`config.mk`:
```
export PLATFORM = sky130hd
export DESIGN_NAME = axi_rd_arb2
export DESIGN_NICKNAME = d
export VERILOG_FILES = /design/src/rtl/axi_rd_arb_pkg.sv /design/src/rtl/rr_arb2.sv /design/src/rtl/axi_rd_arb2.sv
export SDC_FILE = /design/constraint.sdc
export NUM_CORES = 1
export LEC_CHECK = 0
export ABC_AREA = 1
export CORE_AREA = 2 2 141 143
export CTS_BUF_LIST = sky130_fd_sc_hd__clkbuf_8
export DETAILED_ROUTE_END_ITERATION = 7
export DIE_AREA = 0 0 143 145
export PLACE_DENSITY = 0.51
export SYNTH_ARGS = -nofsm -noshare
export SYNTH_HDL_FRONTEND = slang
export SYNTH_SLANG_ARGS = --single-unit
```
`constraint.sdc`:
```
create_clock -name ACLK -period 1.63 [get_ports ACLK]
set_input_delay 0.163 -clock ACLK [delete_from_list [all_inputs] [get_ports ACLK]]
set_output_delay 0.163 -clock ACLK [all_outputs]
set_load 0.01 [all_outputs]
```
`src/rtl/axi_rd_arb_pkg.sv`:
```
// Shared types and constants for the two-master AXI3 read-path arbiter.
// Holds the FSM state and grant encodings, the AXI response codes and the
// default widths used by axi_rd_arb2 and rr_arb2.
package axi_rd_arb_pkg;

    typedef enum logic [1:0] {
        IDLE = 2'd0,
        ADDR = 2'd1,
        DATA = 2'd2
    } state_e;

    typedef enum logic {
        M0 = 1'b0,
        M1 = 1'b1
    } grant_e;

    localparam logic [1:0] RESP_OKAY   = 2'b00;
    localparam logic [1:0] RESP_SLVERR = 2'b10;

    localparam int ID_MAX_DEF   = 3;
    localparam int DATA_MAX_DEF = 63;
    localparam int ADDR_W       = 32;
    localparam int LEN_W        = 4;

endpackage

```
`src/rtl/rr_arb2.sv`:
```
// Combinational two-requester round-robin pick.
// Ports:
//   req_i        - request vector, bit n from master n
//   last_grant_i - index of the master granted most recently
//   gnt_valid_o  - at least one request present
//   gnt_idx_o    - chosen master; on a tie the one that was not last granted
module rr_arb2 (
    input  logic [1:0] req_i,
    input  logic       last_grant_i,
    output logic       gnt_valid_o,
    output logic       gnt_idx_o
);

    always_comb begin
        gnt_valid_o = |req_i;
        case (req_i)
            2'b01:   gnt_idx_o = 1'b0;
            2'b10:   gnt_idx_o = 1'b1;
            2'b11:   gnt_idx_o = ~last_grant_i;
            default: gnt_idx_o = 1'b0;
        endcase
    end

endmodule

```
`src/rtl/axi_rd_arb2.sv`:
```
// Two-master to one-slave AXI3 read-path arbiter (AR and R channels).
// Serialises bursts round-robin, holds the grant until the final beat of the
// granted burst is accepted, and returns the stored ARID on RID.
// Ports:
//   ACLK, ARESETn             - clock, asynchronous active-low reset
//   M0_*/M1_* AR channel      - master address requests (ARREADY out)
//   M0_*/M1_* R channel       - read beats toward each master (RREADY in)
//   S_* AR/R channels         - single slave port
//   LEN_ERR                   - sticky burst-length mismatch flag
// Build option: define AXI_RD_ARB_LEN_CHECK_EN to terminate bursts on the
// ARLEN beat count and flag/SLVERR any disagreement with S_RLAST. Without it
// S_RLAST alone ends the burst and LEN_ERR is tied low.
module axi_rd_arb2
    import axi_rd_arb_pkg::*;
#(
    parameter int ID_MAX   = ID_MAX_DEF,
    parameter int DATA_MAX = DATA_MAX_DEF
) (
    input  logic                ACLK,
    input  logic                ARESETn,
    // master 0
    input  logic [ID_MAX:0]     M0_ARID,
    input  logic [31:0]         M0_ARADDR,
    input  logic [3:0]          M0_ARLEN,
    input  logic [2:0]          M0_ARSIZE,
    input  logic [1:0]          M0_ARBURST,
    input  logic                M0_ARVALID,
    output logic                M0_ARREADY,
    output logic [ID_MAX:0]     M0_RID,
    output logic [DATA_MAX:0]   M0_RDATA,
    output logic [1:0]          M0_RRESP,
    output logic                M0_RLAST,
    output logic                M0_RVALID,
    input  logic                M0_RREADY,
    // master 1
    input  logic [ID_MAX:0]     M1_ARID,
    input  logic [31:0]         M1_ARADDR,
    input  logic [3:0]          M1_ARLEN,
    input  logic [2:0]          M1_ARSIZE,
    input  logic [1:0]          M1_ARBURST,
    input  logic                M1_ARVALID,
    output logic                M1_ARREADY,
    output logic [ID_MAX:0]     M1_RID,
    output logic [DATA_MAX:0]   M1_RDATA,
    output logic [1:0]          M1_RRESP,
    output logic                M1_RLAST,
    output logic                M1_RVALID,
    input  logic                M1_RREADY,
    // slave
    output logic [ID_MAX:0]     S_ARID,
    output logic [31:0]         S_ARADDR,
    output logic [3:0]          S_ARLEN,
    output logic [2:0]          S_ARSIZE,
    output logic [1:0]          S_ARBURST,
    output logic                S_ARVALID,
    input  logic                S_ARREADY,
    input  logic [ID_MAX:0]     S_RID,
    input  logic [DATA_MAX:0]   S_RDATA,
    input  logic [1:0]          S_RRESP,
    input  logic                S_RLAST,
    input  logic                S_RVALID,
    output logic                S_RREADY,
    output logic                LEN_ERR
);

    state_e          state_q, state_d;
    grant_e          grant_q, grant_d;
    grant_e          last_grant_q, last_grant_d;
    logic [ID_MAX:0] id_q, id_d;

    logic gnt_valid;
    logic gnt_idx;
    logic sel_m1;
    logic rready_sel;
    logic beat_fire;
    logic final_beat;
    logic r_last;
    logic [1:0] r_resp;

    // The slave always returns a fixed RID; the stored ARID replaces it.
    logic unused_rid;
    assign unused_rid = ^S_RID;

    rr_arb2 u_rr_arb2 (
        .req_i        ({M1_ARVALID, M0_ARVALID}),
        .last_grant_i (last_grant_q),
        .gnt_valid_o  (gnt_valid),
        .gnt_idx_o    (gnt_idx)
    );

    assign sel_m1     = (grant_q == M1);
    assign rready_sel = sel_m1 ? M1_RREADY : M0_RREADY;
    assign beat_fire  = (state_q == DATA) && S_RVALID && rready_sel;

`ifdef AXI_RD_ARB_LEN_CHECK_EN
    logic [3:0] cnt_q, cnt_d;
    logic       len_err_q, len_err_d;
    logic       cnt_zero;
    logic       len_mis;

    // Either the counter or S_RLAST ends the burst; disagreement is an error
    // that is reported on the terminating beat.
    assign cnt_zero   = (cnt_q == '0);
    assign len_mis    = (S_RLAST != cnt_zero);
    assign final_beat = cnt_zero | S_RLAST;
    assign r_last     = final_beat;
    assign r_resp     = len_mis ? RESP_SLVERR : S_RRESP;
    assign LEN_ERR    = len_err_q;
`else
    assign final_beat = S_RLAST;
    assign r_last     = S_RLAST;
    assign r_resp     = S_RRESP;
    assign LEN_ERR    = 1'b0;
`endif

    always_ff @(posedge ACLK or negedge ARESETn) begin
        if (!ARESETn) begin
            state_q      <= IDLE;
            grant_q      <= M0;
            last_grant_q <= M1;
            id_q         <= '0;
`ifdef AXI_RD_ARB_LEN_CHECK_EN
            cnt_q        <= '0;
            len_err_q    <= 1'b0;
`endif
        end else begin
            state_q      <= state_d;
            grant_q      <= grant_d;
            last_grant_q <= last_grant_d;
            id_q         <= id_d;
`ifdef AXI_RD_ARB_LEN_CHECK_EN
            cnt_q        <= cnt_d;
            len_err_q    <= len_err_d;
`endif
        end
    end

    always_comb begin
        state_d      = state_q;
        grant_d      = grant_q;
        last_grant_d = last_grant_q;
        id_d         = id_q;
`ifdef AXI_RD_ARB_LEN_CHECK_EN
        cnt_d        = cnt_q;
        len_err_d    = len_err_q;
`endif
        S_ARVALID  = 1'b0;
        S_ARID     = '0;
        S_ARADDR   = '0;
        S_ARLEN    = '0;
        S_ARSIZE   = '0;
        S_ARBURST  = '0;
        S_RREADY   = 1'b0;
        M0_ARREADY = 1'b0;
        M1_ARREADY = 1'b0;
        M0_RID     = '0;
        M0_RDATA   = '0;
        M0_RRESP   = '0;
        M0_RLAST   = 1'b0;
        M0_RVALID  = 1'b0;
        M1_RID     = '0;
        M1_RDATA   = '0;
        M1_RRESP   = '0;
        M1_RLAST   = 1'b0;
        M1_RVALID  = 1'b0;

        case (state_q)
            IDLE: begin
                if (gnt_valid) begin
                    grant_d = gnt_idx ? M1 : M0;
                    id_d    = gnt_idx ? M1_ARID : M0_ARID;
`ifdef AXI_RD_ARB_LEN_CHECK_EN
                    cnt_d   = gnt_idx ? M1_ARLEN : M0_ARLEN;
`endif
                    state_d = ADDR;
                end
            end
            ADDR: begin
                S_ARVALID  = 1'b1;
                S_ARID     = sel_m1 ? M1_ARID    : M0_ARID;
                S_ARADDR   = sel_m1 ? M1_ARADDR  : M0_ARADDR;
                S_ARLEN    = sel_m1 ? M1_ARLEN   : M0_ARLEN;
                S_ARSIZE   = sel_m1 ? M1_ARSIZE  : M0_ARSIZE;
                S_ARBURST  = sel_m1 ? M1_ARBURST : M0_ARBURST;
                M0_ARREADY = !sel_m1 && S_ARREADY;
                M1_ARREADY = sel_m1 && S_ARREADY;
                if (S_ARREADY) begin
                    last_grant_d = grant_q;
                    state_d      = DATA;
                end
            end
            DATA: begin
                S_RREADY = rready_sel;
                if (sel_m1) begin
                    M1_RID    = id_q;
                    M1_RDATA  = S_RDATA;
                    M1_RRESP  = r_resp;
                    M1_RLAST  = r_last;
                    M1_RVALID = S_RVALID;
                end else begin
                    M0_RID    = id_q;
                    M0_RDATA  = S_RDATA;
                    M0_RRESP  = r_resp;
                    M0_RLAST  = r_last;
                    M0_RVALID = S_RVALID;
                end
                if (beat_fire) begin
                    if (final_beat) begin
                        state_d = IDLE;
                    end
`ifdef AXI_RD_ARB_LEN_CHECK_EN
                    if (len_mis) begin
                        len_err_d = 1'b1;
                    end
                    // Exit is decided before the decrement, so the counter never wraps.
                    if (!final_beat) begin
                        cnt_d = cnt_q - 4'd1;
                    end
`endif
                end
            end
            default: state_d = IDLE;
        endcase
    end

endmodule

```
## After elaboration in Yosys (flattened, before gate mapping)

Cells that the tools add are included.

- Bits in registers: 8
- Bits of input ports: 169
- Output and inout port bits: 194
- Logic and storage cells: 66

- Equality and inequality tests: 8
- Multiplexer cells: 43
- Bitwise logic cells: 1
- Reductions and logical operators: 10

Operator list:

| kind | number |
|---|---|
| two-way mux 64 bit | 4 |
| two-way mux 32 bit | 2 |
| two-way mux 4 bit | 9 |
| two-way mux 2 bit | 10 |
| two-way mux 1 bit | 14 |
| inequality test 2 bit, second input constant | 4 |
| equality test 2 bit, second input constant | 3 |
| two-way mux 3 bit | 2 |
| case mux 2 bit (3 select lines) | 1 |
| logical AND 1 bit | 4 |
| AND reduction 2 bit | 2 |
| AND reduction 4 bit | 1 |
| equality test 2 x 1 -> 1 bit, second input constant | 1 |
| logical NOT 2 bit | 1 |
| case mux 1 bit (2 select lines) | 1 |
| OR reduction 2 bit | 1 |
| logical NOT 1 bit | 1 |
| NOT 1 bit | 1 |

## Longest topological paths before layout

Gate-level depths: netlist of the first run.

- Depth in word-level cells: 5
- Gate-level depth with buffers: 7
- Depth with buffers taken out: 6

## Hierarchy

Synthesis of the first run repeated with hierarchy kept, for this count alone.

- Cells, all modules: 441
- Area, all modules: 2072.0 µm²

Modules (own cells, without submodules):

| module | instances | cells each | area an instance (µm²) | seq. area each (µm²) |
|---|---|---|---|---|
| axi_rd_arb2 | 1 | 438 | 2057.0 | 201.4 |
| rr_arb2 | 1 | 3 | 15.0 | 0.0 |

## Worst setup path before layout of the first run

Ideal clock, no wire load.

- Path kind: flip-flop to output port
- Start: register state_q[0]
- End: output port S_ARADDR[22]
- Arrival: 1073 ps
- Data required time: 1467 ps
- Setup slack: 394 ps
- Cell stages (with the launch flop): 6
- Path buffers: 1
- Cell sequence: dfrtp_1 > inv_2 > nor2_4 > inv_2 > buf_2 > a21oi_1

- Longest elaborated chain between the ends: 2

RTL lines:

| what | line | text |
|---|---|---|
| start: declaration | axi_rd_arb2.sv:66 | `state_e state_q, state_d;` |
| start signal: assignment | axi_rd_arb2.sv:127 | `state_q <= state_d;` |
| equality test 2 x 1 -> 1 bit | axi_rd_arb2.sv:167 | `case (state_q)` |
| two-way mux 32 bit | axi_rd_arb2.sv:167 |  |
| end: declaration | axi_rd_arb2.sv:51 | `output logic [31:0] S_ARADDR,` |

Every way passes these cells.

## Worst setup path after layout of the first run

Same ends and word-level chain as after synthesis.

==> results of run 1 <==
[worst reg2reg max path, cell delays in order (launching register included)]
cell	delay, ns
dfrtp_1	0.40
buf_6	0.13
inv_4	0.03
nor2_4	0.15
buf_4	0.14
buf_6	0.09
buf_4	0.10
nand2_1	0.08
buf_4	0.15
nand2_1	0.04
o21ai_0	0.07
[final cells by class]
| class | count | area share (%) |
|---|---|---|
| Tap cell | 265 | 4.401 |
| Sequential cell | 8 | 2.691 |
| Inverter | 85 | 4.368 |
| Multi-Input combinational cell | 324 | 29.73 |
| Clock buffer | 3 | 0.5481 |
| Timing Repair Buffer | 432 | 58.21 |
| Clock inverter | 1 | 0.04983 |
[logic make-up after synthesis]
| kind of cell | count (synthesis) | share of synthesized area (%) |
|---|---|---|
| buffers and inverters | 114 | 23.00 |
| and+or+nand+nor | 270 | 51.83 |
| other | 1 | 0.1858 |
| AOI/OAI and AO/OA | 53 | 15.00 |
| DFF | 8 | 9.982 |
[final timing paths]
path                                endpoint  startpoint  slack, ns
worst min register to register       id_q[0]     id_q[0]       0.48
worst max-delay path            S_ARADDR[22]  state_q[0]      -0.16
max in group asynchronous       last_grant_q     ARESETn       1.11
worst max register to register  last_grant_q  state_q[0]       0.18
min in group ACLK                    id_q[0]     id_q[0]       0.48
worst min-delay path                 id_q[1]     ARESETn       0.21
[power by group through the flow]
stage          clock (mW)  combinational (mW)  sequential, mW
2_1_floorplan           0                2.24           0.357
3_3_place_gp            0                5.56           0.377
3_5_place_dp            0                5.55           0.381
4_1_cts             0.245                6.30           0.383
5_1_grt             0.258                8.31           0.394
6_report            0.237                7.78           0.379
[flip-flops by register name, summed over array words and instances, names as in the netlist]
| register | cells |
|---|---|
| id_q | 4 |
| last_grant_q | 1 |
| state_q | 2 |
| grant_q | 1 |
[per-layer routing]
| metal | wire length [um] | track usage, % | vias to the layer above |
|---|---|---|---|
| li1 | - | - | 2115 |
| met1 | 6652 | 16.50 | 1970 |
| met2 | 9469 | 27.99 | 217 |
| met3 | 1307 | 3.069 | 4 |
| met4 | 65 | 1.584 | 0 |
| met5 | 0 | 0 | - |
[cell usage in the layout (no fill, tap or decap)]
cell             synthesis  routed
inv_4                    0       2
buf_12                   0      14
a21oi_1                 35       7
clkbuf_2                 0      12
clkdlybuf4s50_1          0     164
buf_8                    0       5
clkbuf_8                 0       3
and2_1                   1       1
o21ai_2                  0       1
nor2_2                   0      22
dfrtp_1                  7       6
nand3_1                  8       8
inv_2                    4       1
buf_6                    0     104
conb_1                   1       1
a21oi_4                  0       6
o21ai_0                  7       3
buf_16                   0      11
buf_4                    2      24
buf_2                   23      88
a21oi_2                 10      32
dlygate4sd2_1            0       1
nor2_4                   2      91
nor2_1                 149      38
nand2_4                  0       2
clkbuf_16                0       9
dfrtp_2                  0       1
nand2_1                108     108
o21ai_1                  1       4
dfstp_2                  1       1
inv_1                   81      82
inv_6                    0       1
[timing repair]
| action | in CTS | in global routing |
|---|---|---|
| gates resized for setup | 765 | 386 |
| pin swaps | 2 | 6 |
| endpoints found under the setup margin | 193 | 192 |
| setup buffers | 20 | 6 |
| cloned | 10 | 11 |
[stage by stage]
step           utilization [%]  setup slack (ns)  TNS (ns)  std cells  power [mW]
2_1_floorplan                -            0.3940         0        446       2.595
3_3_place_gp             32.07           -0.2901    -17.62       1073       5.934
3_5_place_dp             32.07           -0.3028    -20.55       1073       5.930
4_1_cts                  31.72           -0.2046    -15.97       1107       6.930
5_1_grt                  39.22           -0.2380    -16.76       1118       8.962
6_report                 39.22           -0.1634    -6.950       1118       8.399
==> key figures, run 1 <==
Synthesis
  • Sequential share of the synthesized area: 9.981%
  • Post-synth net total: slightly above 600
  • Mapped Cells: 446
  • Post-synthesis register bit count: 8
  • Netlist cell types: 19
  • Synth top area share: 27.71%
  • Post-synth EDFFs: 0
  • Count leader, synth: nor2_1
  • Asr flop ratio synth: 100.0%
  • Number of synthesis warnings: 0
  • Synth top area cells: nor2_1, nand2_1, inv_1
  • Dominant cell type by area after synthesis: nor2_1
  • Synth Flop Type: dfrtp_1
  • Avg Inst Size Synth: about 4.5 sq um
  • Syn Std Cell Area: 2018 sq um
  • Synth cell count leaders: nor2_1, nand2_1, inv_1

Layout
  • Multi-input combinational cell area: 2240 sq um
  • Fill count: 2032
  • Share of layout cells above drive strength 1: 50.41%
  • Design Area, Final: 7533 sq um
  • Nets: approximately 1000
  • Register area: 202.7 sq um
  • Area growth from synthesis to layout: 273.3%
  • Number of inserted diodes: 0

Status
  • Status: finished with violations
  • Failing checks: negative setup slack

Timing
  • Final Critical Period: 1.793 ns
  • Final setup fails: roughly 130
  • RSZ-0062 raised after global routing: true
  • Max-slew violations: 0
  • Period utilization: 110.0%
  • Fmax: 0.5576 GHz
  • Worst Skew: slightly above 0.004 ns
  • Final Hold Vio Count: 0
  • Setup ws final: -0.1634 ns
  • Fin Hold WS: 0.2130 ns

Pwr
  • Leak: 3.641 nW
  • Power share of the sequential group: 4.5%
  • Power Dens Cells: approximately 1100 nW/um^2
  • Net switching power: 4.018 mW
  • Peak supply drop: 0.0005142 V
  • Int Power: 4.381 mW
  • Clk pwr share: 2.8%
  • Switching Share: 47.84%
  • Combinational power share: 92.7%

CTS
  • Cts bufs inserted: 3
  • CTS Buffer Depth: 2
  • Clock root buffer: clkbuf_8
  • TritonCTS clock tree: done
  • Htree depth: 1
  • Clock-pin slew on the worst setup and hold paths: 0.04 ns
  • Post-CTS Hold Fix Bufs: 0
  • Clock Latency Late Sink: 0.23 ns
  • # clock sinks: 8

Die
  • Row count: 51
  • Die W: 143 um
  • Num ports: 363
  • Core ar.: 19210 sq um
  • Initial Util: 10.51%
  • Die area: 20740 sq um
  • Die height: 145 um

Worst hold path
  • Min-Delay Path Class: input pin to async pin

Worst setup path
  • Max incr delay on CP: roughly 0.40 ns
  • FF-to-FF path depth: 10
  • Crit path depth: 9
  • Buf/Inv on CP: 7
  • Worst path cell trace: buf_6 > inv_4 > nor2_4 > inv_6 > buf_12 > buf_16 > buf_4 > a21oi_2 > buf_2
  • CP max FO: 5
  • Critical Path RT: between 1 and 1.5 ns
  • CP startpoint kind: flip-flop
  • CP delay by family, top: buffers and inverters
  • CP max stage cell: dfrtp_1
  • Critical Path End Type: output pin
  • Setup CP Type: flip-flop to output pin
  • Crit path DAT: 1.63 ns

Placed design
  • Buffers on Ports: 357
  • Placed Instance Area: a little over 6000 sq um
  • Gpl congestion: roughly 0.78
  • Post-DP HPWL: between 10000 and 15000 um

Global routing
  • Largest net degree at the start of global routing: 27
  • Vias in the first global route: 4264
  • Initial antenna violation count: 0
  • Congestion Overflow GR: 0
  • Tot GR Track Use: 14.49%
  • First-pass GRT wire length: 23720 um

Detailed routing
  • Starting DRT DRC Count: 84
  • Routed wire per std cell: roughly 16 um
  • Post-route DRC: 0
  • Via count: roughly 4300
  • Antenna Nets Post-Route: 0
  • Vias per Instance: 3.852
  • Routed wire length: about 17000 um
  • Router iterations before antenna repair: 4

Run
  • Max-Cap Viols: 0
Power figures use the tool's default switching activity.
==> run 2: changes to the inputs <==
CORE_AREA = 3 3 138 140   (was 2 2 141 143)
DIE_AREA = 0 0 141 143   (was 0 0 143 145)
PLACE_DENSITY = 0.53   (was 0.51)
==> run 2 against run 1 <==
The flow still finishes with violations (negative setup slack). Combinational power decreased by 24%. Register-to-register slack improved by 0.05 ns. Final cell count decreased by 4.1%. Via count decreased by 3.5%. Worst hold slack improved by 0.0047 ns. Fmax increased by 2.0%. Core utilization decreased by 6.0 points. Non-clock buffer count decreased by 12. First-iteration DRC count increased by 62%. Largest cell class unchanged. Largest power group unchanged. Highest routed layer unchanged.
==> key figures, run 2 (synthesis gave the netlist of run 1 again) <==
Run
  • Max-Cap Viols: 0

Worst hold path
  • Min-Delay Path Class: input pin to async pin

Layout
  • Area growth from synthesis to layout: 195.4%
  • Largest regs: id_q x4, state_q x2
  • Top reg by flops: id_q
  • Flip-flop count of the largest register after layout: 4
  • Share of layout cells above drive strength 1: roughly two fifths
  • Commonest non-fill, non-tap cell in the layout: clkdlybuf4s50_1
  • Nets: 1012
  • Design Area, Final: 5962 sq um
  • Leading cell types in the layout, fill and taps excluded: clkdlybuf4s50_1, buf_2, nand2_1, nor2_1, inv_1

Die
  • Initial Util: between 10% and 20%
  • Die height: 143 um
  • Core ar.: 17960 sq um
  • Num ports: 363
  • Die W: 141 um
  • Die area: 20160 sq um
  • Row count: 49

CTS
  • Htree depth: 1
  • # clock sinks: 8
  • TritonCTS clock tree: done
  • Clock-pin slew on the worst setup and hold paths: 0.04 ns
  • Clock root buffer: clkbuf_8
  • Clock Latency Late Sink: 0.23 ns
  • CTS Buffer Depth: 2
  • Cts bufs inserted: 3
  • Post-CTS Hold Fix Bufs: 0

Worst setup path
  • Setup CP Type: flip-flop to output pin
  • Buf/Inv on CP: 6
  • Critical Path RT: 1.47 ns
  • CP dominant cell by count: buf_6
  • Worst path cell trace: buf_6 > buf_6 > inv_4 > nor2_4 > inv_6 > buf_12 > a21oi_2 > clkdlybuf4s15_2
  • Critical Path End Type: output pin
  • CP max FO: 16
  • Max incr delay on CP: 0.40 ns
  • CP startpoint kind: flip-flop
  • Crit path DAT: between 1.5 and 2 ns
  • R2R Setup Slk: 0.23 ns
  • CP delay by family, top: buffers and inverters
  • CP max stage cell: dfrtp_1

Timing
  • Final Hold Vio Count: 0
  • Setup ws final: -0.1286 ns
  • Final setup fails: 78
  • Fmax: 0.5686 GHz
  • Final Critical Period: about 1.8 ns
  • Worst Skew: 0.003667 ns
  • Max-slew violations: 0
  • RSZ-0062 raised after global routing: true
  • Period utilization: 107.9%

Global routing
  • Tot GR Track Use: between 10% and 20%
  • Largest net degree at the start of global routing: 53
  • Vias in the first global route: 3904
  • Congestion Overflow GR: 0
  • First-pass GRT wire length: 21140 um
  • Initial antenna violation count: 1

Detailed routing
  • Routed wire per std cell: 15.42 um
  • Via count: 4157
  • Post-route DRC: 0
  • Vias per Instance: 3.878
  • Routed wire length: 16530 um
  • Antenna Nets Post-Route: 0
  • Router iterations before antenna repair: 4
  • Starting DRT DRC Count: ~140

Pwr
  • Int Power: 3.260 mW
  • Clk pwr share: between 3 and 4%
  • Net switching power: around 3.3 mW
  • Power share of the sequential group: 6.0%
  • Combinational power share: 90.4%
  • Power Dens Cells: roughly 1100 nW/um^2
  • Switching Share: 50.22%
  • Leak: 3.423 nW
  • Peak supply drop: 0.0005024 V

Status
  • Failing checks: negative setup slack
  • Status: finished with violations

Placed design
  • Setup Slack @ Placement: -0.2896 ns
  • Placed Instance Area: 6015 sq um
  • Post-DP HPWL: 12340 um
  • Gpl congestion: about 0.83
  • Buffers on Ports: 357
## run 2: layout make-up
| type | instances | area [sq um] |
|---|---|---|
| clock buffers | 3 | 41.29 |
| flip-flops and latches | 8 | 202.7 |
| clock inverters | 1 | 3.754 |
| inverters | 85 | 331.6 |
| fillers | 2079 | 12000 |
| repair buffers | 420 | 3502 |
| multi-input cells | 325 | 1592 |
| diodes | 1 | 2.502 |
| well taps | 229 | 286.5 |
## run 2: through the flow
step / std cells / TNS (ns) / hold slack (ns) / total power [mW] / utilization (%)
floorplan: 446 / 0 / -0.1326 / 2.595 / -
global placement: 1032 / -22.36 / 0.4684 / 5.798 / 33.48
detailed placement: 1032 / -24.10 / 0.4671 / 5.762 / 33.48
CTS: 1045 / -9.452 / 0.2292 / 5.867 / 32.95
global route: 1072 / -10.11 / 0.2593 / 7.066 / 33.19
finish: 1072 / -3.569 / 0.2177 / 6.549 / 33.19
## run 2: layer usage
| layer | global-route usage (%) | part of all wire, % | vias up |
|---|---|---|---|
| li1 | - | - | 2091 |
| met1 | 14.14 | 38 | 1825 |
| met2 | 25.88 | 52 | 224 |
| met3 | 3.115 | 7.8 | 17 |
| met4 | 2.397 | 1.9 | 0 |
| met5 | 0 | 0 | - |
## run 2: final timing paths
check	start	endpoint	depth (start not counted)
min in group ACLK	id_q[3]	id_q[3]	2
min	ARESETn	id_q[2]	1
max	state_q[0]	S_ARADDR[13]	8
max in group asynchronous	ARESETn	last_grant_q	1
max reg2reg	state_q[0]	last_grant_q	10
min reg2reg	id_q[3]	id_q[3]	2
## run 2: repair_timing
| item | CTS | global route |
|---|---|---|
| endpoints found under the setup margin | 193 | 176 |
| pin swaps | 1 | 4 |
| setup buffers | 7 | 15 |
| hold endpoints to repair | 0 | 0 |
| cloned | 2 | 11 |
| gates resized for setup | 476 | 338 |
## run 2: worst reg2reg max path, delay by kind of cell (launching register included)
kind	cells	cell delay, ns
flip-flops	1	0.40
buffers and inverters	6	0.62
AO/OA/AOI/OAI	1	0.07
AND/OR/NAND/NOR	3	0.23
## run 2: power groups by stage
stage	Combinational, mW	Sequential [mW]	Clock, mW
6_report	5.92	0.391	0.241
5_1_grt	6.40	0.402	0.260
4_1_cts	5.23	0.389	0.250
3_5_place_dp	5.38	0.383	0
3_3_place_gp	5.42	0.380	0
2_1_floorplan	2.24	0.357	0
